$ cat config.mk
export PLATFORM = sky130hd
export DESIGN_NAME = instr_fetch_unit
export DESIGN_NICKNAME = d
export VERILOG_FILES = /design/src/rtl/cpu_fetch_pkg.sv /design/src/rtl/fetch_queue_mem.sv /design/src/rtl/instr_fetch_unit.sv
export SDC_FILE = /design/constraint.sdc
export NUM_CORES = 1
export LEC_CHECK = 0
export ABC_AREA = 1
export BUFFER_PORTS_ARGS = -buffer_cell sky130_fd_sc_hd__buf_2
export CAP_MARGIN = 20
export CORE_ASPECT_RATIO = 0.75
export CORE_UTILIZATION = 30
export CTS_CLUSTER_DIAMETER = 100
export DETAILED_ROUTE_END_ITERATION = 6
export GPL_TIMING_DRIVEN = 0
export HOLD_SLACK_MARGIN = 0.1
export PLACE_DENSITY = 0.46
export SYNTH_ARGS = -nofsm -noshare
export SYNTH_HDL_FRONTEND = slang
export SYNTH_SLANG_ARGS = --single-unit
$ cat constraint.sdc
create_clock -name clock -period 4.66 [get_ports clock]
set_clock_uncertainty 0.05 [all_clocks]
set_input_delay 0.233 -clock clock [delete_from_list [all_inputs] [get_ports clock]]
set_output_delay 0.233 -clock clock [all_outputs]
set_load 0.03 [all_outputs]
$ cat src/rtl/cpu_fetch_pkg.sv
// Shared fetch-stage types: FSM encoding, queue entry layout and default widths.
package cpu_fetch_pkg;

    localparam int FETCH_AW = 32;
    localparam int FETCH_DW = 32;

    typedef enum logic [0:0] {
        FETCH_RUN   = 1'b0,
        FETCH_FLUSH = 1'b1
    } fetch_state_t;

    typedef struct packed {
        logic [FETCH_AW-1:0] pc;
        logic [FETCH_DW-1:0] instr;
        logic                filled;
    } fetch_entry_t;

endpackage

$ cat src/rtl/fetch_queue_mem.sv
// Fetch queue storage: PC written at request acceptance, instruction written at response,
// head entry read asynchronously. Contents are not reset; validity is tracked by the owner.
module fetch_queue_mem #(
    parameter int DEPTH = 4,
    parameter int AW    = 32,
    parameter int DW    = 32,
    parameter int PW    = $clog2(DEPTH)
) (
    input  logic          clock,
    input  logic          pc_we,
    input  logic [PW-1:0] pc_waddr,
    input  logic [AW-1:0] pc_wdata,
    input  logic          instr_we,
    input  logic [PW-1:0] instr_waddr,
    input  logic [DW-1:0] instr_wdata,
    input  logic [PW-1:0] raddr,
    output logic [AW-1:0] rd_pc,
    output logic [DW-1:0] rd_instr
);

    logic [AW-1:0] pc_q    [DEPTH];
    logic [DW-1:0] instr_q [DEPTH];

    always_ff @(posedge clock) begin
        if (pc_we) pc_q[pc_waddr] <= pc_wdata;
    end

    always_ff @(posedge clock) begin
        if (instr_we) instr_q[instr_waddr] <= instr_wdata;
    end

    assign rd_pc    = pc_q[raddr];
    assign rd_instr = instr_q[raddr];

endmodule

$ cat src/rtl/instr_fetch_unit.sv
// In-order instruction fetch: issues PC requests, reserves a queue slot per request and
// fills it on response; a redirect empties the queue and drops responses still in flight.
module instr_fetch_unit
    import cpu_fetch_pkg::*;
#(
    parameter int DEPTH = 4,
    parameter int AW    = FETCH_AW,
    parameter int DW    = FETCH_DW
) (
    input  logic          clock,
    input  logic          reset,
    input  logic [AW-1:0] pc_in,
    output logic          pc_advance,
    input  logic          redirect,
    output logic          imem_req_valid,
    output logic [AW-1:0] imem_req_addr,
    input  logic          imem_req_ready,
    input  logic          imem_rsp_valid,
    input  logic [DW-1:0] imem_rsp_data,
    output logic          out_valid,
    output logic [AW-1:0] out_pc,
    output logic [DW-1:0] out_instr,
    input  logic          out_ready
);

    localparam int PW = $clog2(DEPTH);
    localparam int CW = PW + 1;

    fetch_state_t     state, state_nx;
    logic [PW-1:0]    wr_ptr, rd_ptr, fill_ptr;
    logic [CW-1:0]    used, pending, drop_cnt, drop_nx;
    logic [DEPTH-1:0] filled;
    logic             accept, pop, fill, flush_q;
    logic [AW-1:0]    head_pc;
    logic [DW-1:0]    head_instr;

    // Gated by reset so nothing is requested while the block is held in reset.
    assign imem_req_valid = reset & (state == FETCH_RUN) & (used < CW'(DEPTH)) & ~redirect;
    assign imem_req_addr  = pc_in;
    assign accept         = imem_req_valid & imem_req_ready;
    assign pc_advance     = accept;

    assign out_valid = (used != '0) & filled[rd_ptr];
    assign out_pc    = out_valid ? head_pc : '0;
    assign out_instr = out_valid ? head_instr : '0;

    assign flush_q = redirect & (state == FETCH_RUN);
    assign pop     = out_valid & out_ready & ~redirect;
    assign fill    = imem_rsp_valid & (state == FETCH_RUN) & ~redirect;

    always_ff @(posedge clock or negedge reset) begin
        if (!reset) begin
            state    <= FETCH_RUN;
            drop_cnt <= '0;
        end else begin
            state    <= state_nx;
            drop_cnt <= drop_nx;
        end
    end

    always_comb begin
        state_nx = state;
        drop_nx  = drop_cnt;
        unique case (state)
            FETCH_RUN: begin
                if (redirect) begin
                    // A response landing in the redirect cycle belongs to the killed stream.
                    drop_nx  = (imem_rsp_valid && pending != '0) ? pending - CW'(1) : pending;
                    state_nx = (drop_nx != '0) ? FETCH_FLUSH : FETCH_RUN;
                end
            end
            FETCH_FLUSH: begin
                if (imem_rsp_valid && drop_cnt != '0) drop_nx = drop_cnt - CW'(1);
                if (drop_nx == '0) state_nx = FETCH_RUN;
            end
            default: state_nx = FETCH_RUN;
        endcase
    end

    always_ff @(posedge clock or negedge reset) begin
        if (!reset) begin
            wr_ptr   <= '0;
            rd_ptr   <= '0;
            fill_ptr <= '0;
            used     <= '0;
            pending  <= '0;
            filled   <= '0;
        end else if (flush_q) begin
            rd_ptr   <= wr_ptr;
            fill_ptr <= wr_ptr;
            used     <= '0;
            pending  <= '0;
            filled   <= '0;
        end else begin
            if (accept) wr_ptr <= wr_ptr + PW'(1);
            if (pop) rd_ptr <= rd_ptr + PW'(1);
            if (fill) fill_ptr <= fill_ptr + PW'(1);
            unique case ({accept, pop})
                2'b10:   used <= used + CW'(1);
                2'b01:   used <= used - CW'(1);
                default: ;
            endcase
            unique case ({accept, fill})
                2'b10:   pending <= pending + CW'(1);
                2'b01:   pending <= pending - CW'(1);
                default: ;
            endcase
            filled <= (filled & ~(DEPTH'(pop) << rd_ptr)) | (DEPTH'(fill) << fill_ptr);
        end
    end

    fetch_queue_mem #(
        .DEPTH (DEPTH),
        .AW    (AW),
        .DW    (DW),
        .PW    (PW)
    ) u_mem (
        .clock       (clock),
        .pc_we       (accept),
        .pc_waddr    (wr_ptr),
        .pc_wdata    (pc_in),
        .instr_we    (fill),
        .instr_waddr (fill_ptr),
        .instr_wdata (imem_rsp_data),
        .raddr       (rd_ptr),
        .rd_pc       (head_pc),
        .rd_instr    (head_instr)
    );

    // Every response must have a slot waiting for it (RUN) or be owed to the flush (FLUSH).
    assert property (@(posedge clock) disable iff (!reset)
        imem_rsp_valid |-> ((state == FETCH_RUN) ? (pending != '0) : (drop_cnt != '0)));

endmodule

* Word-level counts from Yosys, hierarchy flattened *
Memories as Yosys holds them, arrays and structs flattened.
Cells that the tools add are included.

word-level totals
  register bits = 20
  memory bits (writable) = 256
  input bits = 70
  output and inout bits = 99
  memories = 2

memories
  memory         depth  bits a word  rd ports  clocked after memory_dff  write ports  line                   RTL
  u_mem.instr_q  4      32           1         0                         1            fetch_queue_mem.sv:22  logic [DW-1:0] instr_q [DEPTH];
  u_mem.pc_q     4      32           1         0                         1            fetch_queue_mem.sv:21  logic [AW-1:0] pc_q [DEPTH];

cells by class
  $add $sub $neg = 8
  $lt $le $gt $ge = 2
  equal/unequal tests = 5
  shifts and indexed selects = 2
  muxes and demuxes = 26
  bitwise operators = 16
  reductions and logical operators = 12

operators with widths
  operator             number
  $mux 32              2
  $mux 3               6
  $pmux 3 s2           3
  $reduce_bool 3->1    6
  $and 1x1->1          10
  $sub 3x1->3 const B  3
  $mux 1               8
  $mux 2               4
  $shl 1x2->4          2
  $add 2x1->2 const B  3
  $add 3x1->3 const B  2
  $and 4x4->4          1
  $eq 2x1->1 const B   2
  $eq 2x2->1 const B   2
  $mux 4               1
  $not 4->4            1
  $or 4x4->4           1
  $reduce_bool 2->1    2
  $logic_not 3->1      1
  $lt 2x3->1 const B   1
  $lt 3x3->1 const B   1
  $not 1->1            3
  $bmux 1 s2           1
  $logic_and 1x1->1    2
  3 further kinds      3

* Logic depth before layout (Yosys ltp) *
Gate-level depths: netlist of the first run.

  depth in word-level cells = 10
  mapped depth = 13

* Modules after synthesis *
Synthesis of the first run repeated with hierarchy kept, for this count alone.

unflattened totals
  cell total of the unflattened synthesis = 1350
  area total of the unflattened synthesis = 13307.8 um^2

modules (own cells, without submodules)
  module            instances  cells each  area each (um^2)  seq. area each (um^2)
  fetch_queue_mem   1          1017        10792.9           7687.4
  instr_fetch_unit  1          333         2514.9            500.5

* Worst setup path after synthesis of the first run *
Ideal clock, no wire load.

  kind = reg2reg
  start point = register state
  end point = memory u_mem.instr_q[0][0] (enable)
  arrival time = 2.308 ns
  data required time = 4.189 ns
  setup slack = 1.881 ns
  cell stages (with the launch flop) = 6
  path buffers = 0
  period minus slack after synthesis = 2.779 ns
  cells stage by stage = dfrtp_1 -> nor2_1 -> inv_1 -> nor2_2 -> inv_1 -> nor2_1

on the way
  word-level cells in the longest chain between the ends = 5

RTL lines
  element                       line                    RTL
  start: declaration            instr_fetch_unit.sv:29  fetch_state_t state, state_nx;
  start signal: assignment      instr_fetch_unit.sv:56  state <= state_nx;
  $not 1->1                     -
  $and 1x1->1 (2 in a row)      instr_fetch_unit.sv:49  assign fill = imem_rsp_valid & (state == FETCH_RUN) & ~redirect;
  $mux 1                        fetch_queue_mem.sv:29   if (instr_we) instr_q[instr_waddr] <= instr_wdata;
  $mux 1 (not written as such)  fetch_queue_mem.sv:29
  end: declaration              fetch_queue_mem.sv:22

Every way passes these cells.

* Worst setup path in the final report of the first run *
  start point = register rd_ptr[0]
  end point = output out_instr[26]

on the way
  word-level cells in the longest chain between the ends = 4

RTL lines
  element                       line                    RTL
  start: declaration            instr_fetch_unit.sv:30  logic [PW-1:0] wr_ptr, rd_ptr, fill_ptr;
  start signal: assignment      instr_fetch_unit.sv:89  rd_ptr <= wr_ptr;
  start signal: assignment      instr_fetch_unit.sv:96  if (pop) rd_ptr <= rd_ptr + PW'(1);
  $bmux 1 s2                    instr_fetch_unit.sv:43  assign out_valid = (used != '0) & filled[rd_ptr];
  $mux 1 (not written as such)  instr_fetch_unit.sv:43
  $and 1x1->1                   instr_fetch_unit.sv:43
  $mux 32 (*)                   instr_fetch_unit.sv:45  assign out_instr = out_valid ? head_instr : '0;
  end: declaration              instr_fetch_unit.sv:22  output logic [DW-1:0] out_instr,

Every way passes the cells marked *; elsewhere a longest branch is shown, timed or not. The select of a mux whose other input is x is not followed.

==> metrics.txt, run 1 <==
cts hold-fix bufs 68; gr usage total 15.5%; status finished clean; Slew HR 51.4%; Antenna diodes 0; mean cell area of the mapped netlist 12.0 µm²; Peak VDD IR 0.238 mV; Crit Path Class flip-flop to primary output; DIE WIDTH 230 µm; largest net degree at the start of global routing 26; setup TNS 0 ps; Initial Utilization 30.5%; Mapped Area 11,700 µm²; input/output buffers 168; worst path arrival time 2770 ps; fraction of the cycle the final worst path needs 65.5%; fillers 3,704; Final Util 39.1%; Main synth FF type edfxtp_1; RSZ-0062 raised after global routing false; setup slack at placement 2000 ps; Power Dens Cells 596 nW/µm²; final setup vio count 0; WP data required 4380 ps; Yosys cell types 31; initial antenna violation count 1; Min Hold Slack 130 ps; clk_lat worst skew 560 ps; CTS resizes 0; most frequent cells in the layout 263 x nor2_1, 256 x edfxtp_1, 188 x buf_2; GP Congestion 0.713; Clock Tree Buf Depth 3; crit path time final 3050 ps; worst hold path type input pin to asynchronous set/reset pin; vias in the first global route 7,977; via count 7,865; commonest non-fill, non-tap cell in the layout nor2_1; kind of end point of the critical path primary output; Syn Inst Count 971; Max-cap violations 0; per-cell routed wire length 17.1 µm; area grow syn2layout 28.2%; final wirelength 30,400 µm; final antenna-violating net count 0; Post-synth EDFFs 256; Post-route DRC 0; Clock Sinks 276; CTS tree built; TritonCTS buffer count 29; grt ovf 0; Worst Tran Pin Value 727 ps; DP Wirelength 19,800 µm; row cnt 62; asr flop ratio synth 7.25%; syn nets 1,055; die area 39,800 µm²; First-pass DRT Iterations 4; first-pass GRT wire length 47,600 µm; I/O pin total 169; Starting DRT DRC Count 402; Slew Limit Fails 0; synth warn 0; H-tree levels 1; final setup margin 1610 ps; Clock Tree Root clkbuf_16; leakage power of the design 5.62 nW; post-DR vias/cell 4.42; Layout Nets 1,330; endpoints failing hold 0; Seq/Total Area, Yosys 70.0%; CTS clk-pin slew, worst paths 60 ps; Die H 173 µm; Worst Setup Start Kind flip-flop; CP max FO 10; flip-flop and latch area 8190 µm²; Post-CTS Setup Inserts 0; Max Fclk 328 MHz; core box area 38,300 µm²; Yosys reg bits 276; share of layout cells above drive strength 1 27.2%; Multi-input gate area 2900 µm²; area of placed instances 13,400 µm²; Design Area, Final 15,000 µm²
state kept, by name (all words and copies together), names as in the netlist:
name           flops
drop_cnt           3
fill_ptr           2
filled             4
pending            3
rd_ptr             2
state              1
u_mem.instr_q    128
u_mem.pc_q       128
used               3
wr_ptr             2
cells by family (layout without fill, tap and decap cells):
logic type | Yosys count | count (layout) | synth area share [%]
AOI/OAI and AO/OA | 214 | 214 | 10.8
xor gates and xnor gates | 5 | 5 | 0.375
adders and majority gates | 14 | 14 | 1.56
buffers and inverters | 123 | 419 | 5.70
DFF | 276 | 276 | 70.0
and+or+nand+nor | 339 | 339 | 11.5
critical path: stages (launching register included):
cell and delay, ps:
dfrtp_1 360, buf_4 170, inv_2 120, buf_6 200, buf_4 200, clkbuf_1 460, o21ai_0 220, a21oi_2 230
buf_2 240
cell usage after synthesis, drive strengths merged, types with 2 or more instances:
| library cell | count | area, µm² |
|---|---|---|
| xnor2 | 3 | 26.3 |
| ha | 13 | 163 |
| buf | 62 | 438 |
| nor3 | 2 | 10.0 |
| o211ai | 3 | 22.5 |
| nand3 | 13 | 80.1 |
| nor2 | 273 | 1030 |
| a21oi | 67 | 519 |
| clkbuf | 23 | 86.3 |
| dfrtp | 20 | 500 |
| o21ai | 141 | 706 |
| o22ai | 2 | 12.5 |
| edfxtp | 256 | 7690 |
| nand2 | 43 | 169 |
| xor2 | 2 | 17.5 |
| inv | 38 | 143 |
| nand4 | 6 | 43.8 |
per-stage QoR:
| step | cells | total power [mW] |
|---|---|---|
| after floorplan | 971 | 5.57 |
| after global placement | 1651 | 6.79 |
| after detailed placement | 1659 | 6.85 |
| after CTS | 1779 | 9.11 |
| after global routing | 1779 | 9.53 |
| final | 1779 | 8.94 |
report_power, final:
part / switching [mW] / internal, mW / total, mW
logic: 2.68 / 1.11 / 3.79
clock network: 0.953 / 1.24 / 2.20
registers: 0.0837 / 2.87 / 2.96
per-layer routing:
metal  GRT usage (%)  wire length [µm]
met2            25.2             14100
met3            2.61              1150
met1            21.7             14500
met4            3.37               551
met5               0                13
worst paths after layout:
check                      slack [ps]  cells after the start      startpoint              endpoint
hold reg to reg                   430                      2       filled[3]             filled[3]
setup reg to reg                 2210                      6           state  u_mem.instr_q[3][13]
min in group clock                180                      3  imem_req_ready             wr_ptr[0]
hold / removal                    130                      2           reset           drop_cnt[1]
max in group asynchronous        4070                      2           reset             wr_ptr[0]
setup / recovery                 1610                      8       rd_ptr[0]         out_instr[26]
cell type report:
type	count	area share (%)
sequential	276	54.6
multi-input combinational	572	19.3
timing repair buffer	244	11.4
clock buffer	32	4.91
tap	512	4.27
buffer	85	3.50
clock inverter	20	1.01
inverter	38	0.951
Power figures use the tool's default switching activity.
==> inputs of run 2 (changes only) <==
--- a/config.mk
+++ b/config.mk
@@ -5,7 +5,7 @@
 export SDC_FILE = /design/constraint.sdc
 export NUM_CORES = 1
 export LEC_CHECK = 0
-export ABC_AREA = 1
+export ABC_AREA = 0
 export BUFFER_PORTS_ARGS = -buffer_cell sky130_fd_sc_hd__buf_2
 export CAP_MARGIN = 20
 export CORE_ASPECT_RATIO = 0.75
@@ -14,7 +14,7 @@
 export DETAILED_ROUTE_END_ITERATION = 6
 export GPL_TIMING_DRIVEN = 0
 export HOLD_SLACK_MARGIN = 0.1
-export PLACE_DENSITY = 0.46
+export PLACE_DENSITY = 0.48
 export SYNTH_ARGS = -nofsm -noshare
 export SYNTH_HDL_FRONTEND = slang
 export SYNTH_SLANG_ARGS = --single-unit
==> constraint.sdc (replaced) <==
create_clock -name clock -period 2.57 [get_ports clock]
set_clock_uncertainty 0.05 [all_clocks]
set_input_delay 0.1285 -clock clock [delete_from_list [all_inputs] [get_ports clock]]
set_output_delay 0.1285 -clock clock [all_outputs]
set_load 0.03 [all_outputs]
==> run 2 against run 1 <==
Sequential share of layout area barely moved. Combinational power rose by 21%. Via count fell by 18%. Largest power group is now sequential cells.
==> metrics.txt, run 2 <==
endpoints failing hold 0; final setup vio count 0; Initial Utilization 30.6%; Seq/Total Area, Yosys 71.8%; final wirelength 26,500 µm; Clock Tree Root clkbuf_16; TritonCTS buffer count 28; share of layout cells above drive strength 1 40.6%; DP Wirelength 16,200 µm; most frequent cells in the layout 256 x edfxtp_1, 160 x buf_2, 68 x dlygate4sd3_1; Worst path max stage delay 550 ps; Max Fclk 398 MHz; H-tree levels 1; Worst Tran Pin Value 789 ps; CTS clk-pin slew, worst paths 60 ps; vias in the first global route 6,659; core box area 37,200 µm²; I/O pin total 169; gr usage total 13.5%; final non-filler cell total 1,422; post-DR vias/cell 4.54; CP max FO 7; mean cell area of the mapped netlist 18.6 µm²; post-synth top area cell edfxtp_1; grt ovf 0; synth cell count leaders 256 x edfxtp_1, 69 x and3_1, 65 x mux4_2; post-synthesis compound-gate area fraction 2.05%; asr flop ratio synth 7.25%; worst path arrival time 2940 ps; Post-route DRC 0; initial antenna violation count 1; Slew HR 47.2%; input/output buffers 167; worst hold path type input pin to flip-flop; dominant cells by area after synthesis edfxtp_1 67%, mux4_2 13%, dfrtp_1 4.4%, and3_1 3.8%, buf_4 2.2%; DIE WIDTH 227 µm; Yosys cell types 46; RSZ-0062 raised after global routing true; die area 38,800 µm²; Post-Synth Adder-Cell Area 1.60%; commonest non-fill, non-tap cell in the layout edfxtp_1; Post-synth EDFFs 256; Mapped Area 11,400 µm²; Worst Setup Start Kind flip-flop; area grow syn2layout 31.6%; crit path time final 2510 ps; fraction of the cycle the final worst path needs 97.7%; PnR Total Power 14.4 mW; synth warn 0; CP max-delay cell mux4_2; CTS tree built; Clock Tree Buf Depth 3; Yosys reg bits 276; per-cell routed wire length 18.6 µm; Max-cap violations 0; simple-gate share of the synthesized area 6.94%; syn nets 696; Layout Nets 979; Slew Limit Fails 0; post-synth top area share 67.4%; status finished clean; largest net degree at the start of global routing 33; Synth Area in XOR/XNOR 0.505%; CP Cell Sequence buf_6 -> mux4_2 -> buf_4 -> nand3_2 -> nor2_1 -> fa_1 -> or4_1 -> nand4_1; clk_lat worst skew 550 ps; Syn Inst Count 612; row cnt 61; most numerous cell in the Yosys netlist edfxtp_1; Starting DRT DRC Count 321; Min Hold Slack 146 ps; First-pass DRT Iterations 4; WP data required 3000 ps; Crit Path Class flip-flop to flip-flop; Main synth FF type edfxtp_1; Power Dens Cells 958 nW/µm²; kind of end point of the critical path flip-flop; largest family of logic cells by synthesized area multiplexers; first-pass GRT wire length 39,400 µm; final setup margin 59.9 ps; Clock Sinks 276; via count 6,455; Peak VDD IR 0.540 mV; multiplexer share of the synthesized area 13.0%; final antenna-violating net count 0; GP Congestion 0.718; leakage power of the design 5.78 nW; setup slack at placement -306 ps; largest registers u_mem.instr_q: 128 flops, u_mem.pc_q: 128 flops, filled: 4 flops; Die H 171 µm; Inst Count DP 1,287
run 2: cell count changes after synthesis, moves of 10 or more:
cell,before,now
o21ai_0,135,7
inv_1,35,15
and3_1,0,69
buf_2,20,10
nand2_1,40,19
nor2_1,271,8
a21oi_2,49,0
a21oi_1,18,4
mux4_2,0,65
run 2: per-stage QoR:
stage	area, µm²	setup TNS, ps	utilization [%]
CTS	14800	-3790	39.8
floorplan	11400	0	-
global placement	12900	-99300	34.6
detailed placement	13000	-31160	34.8
finish	15000	0	40.3
global route	15000	-163	40.3
run 2: layout make-up:
type	instances	area, µm²
Antenna cell	1	2.50
Buffer	67	553
Clock buffer	47	948
Clock inverter	5	51.3
Fill cell	3448	22200
Inverter	16	60.1
Multi-Input combinational cell	251	2790
Sequential cell	276	8190
Tap cell	504	631
Timing Repair Buffer	255	1770
run 2: power by group:
part           internal [mW]  switching [mW]
Clock                   2.61            1.68
Combinational           2.14            2.47
Sequential              5.28           0.195
run 2: cell families after synthesis:
group / after synthesis
flops: 276
xor+xnor: 5
buf+inv: 85
compound gates: 33
fa+ha+maj: 14
simple gates: 132
mux: 67
run 2: repair_timing:
item / in CTS / in global routing
resized for setup: 55 / 19
pin swaps: 0 / 1
endpoints found under the hold margin: 278 / 20
gates cloned: 0 / 1
hold buffers: 66 / 3
endpoints found under the setup margin: 194 / 158
setup buffers: 4 / 10
run 2: per-layer routing:
metal	global-route usage [%]	vias to the layer above	part of all wire, %
li1	-	2989	-
met1	18.2	3276	47
met2	22.2	155	47
met3	3.13	33	5.3
met4	3.15	2	1.6
met5	0	-	0.042
run 2: worst paths after layout:
| path | end | cells after the start | slack, ps | startpoint |
|---|---|---|---|---|
| setup / recovery | used[2] | 8 | 60 | rd_ptr[0] |
| hold / removal | wr_ptr[1] | 5 | 150 | redirect |
| setup reg to reg | used[2] | 8 | 60 | rd_ptr[0] |
| hold reg to reg | filled[3] | 2 | 480 | filled[3] |
| max in group asynchronous | drop_cnt[1] | 4 | 1670 | reset |
| min in group asynchronous | rd_ptr[0] | 4 | 660 | reset |
run 2: critical path, delay by kind of cell (launching register included):
| kind | cells | cell delay [ps] |
|---|---|---|
| and+or+nand+nor | 4 | 810 |
| muxes | 1 | 550 |
| adders and majority gates | 1 | 400 |
| DFF | 1 | 340 |
| buffers and inverters | 2 | 290 |
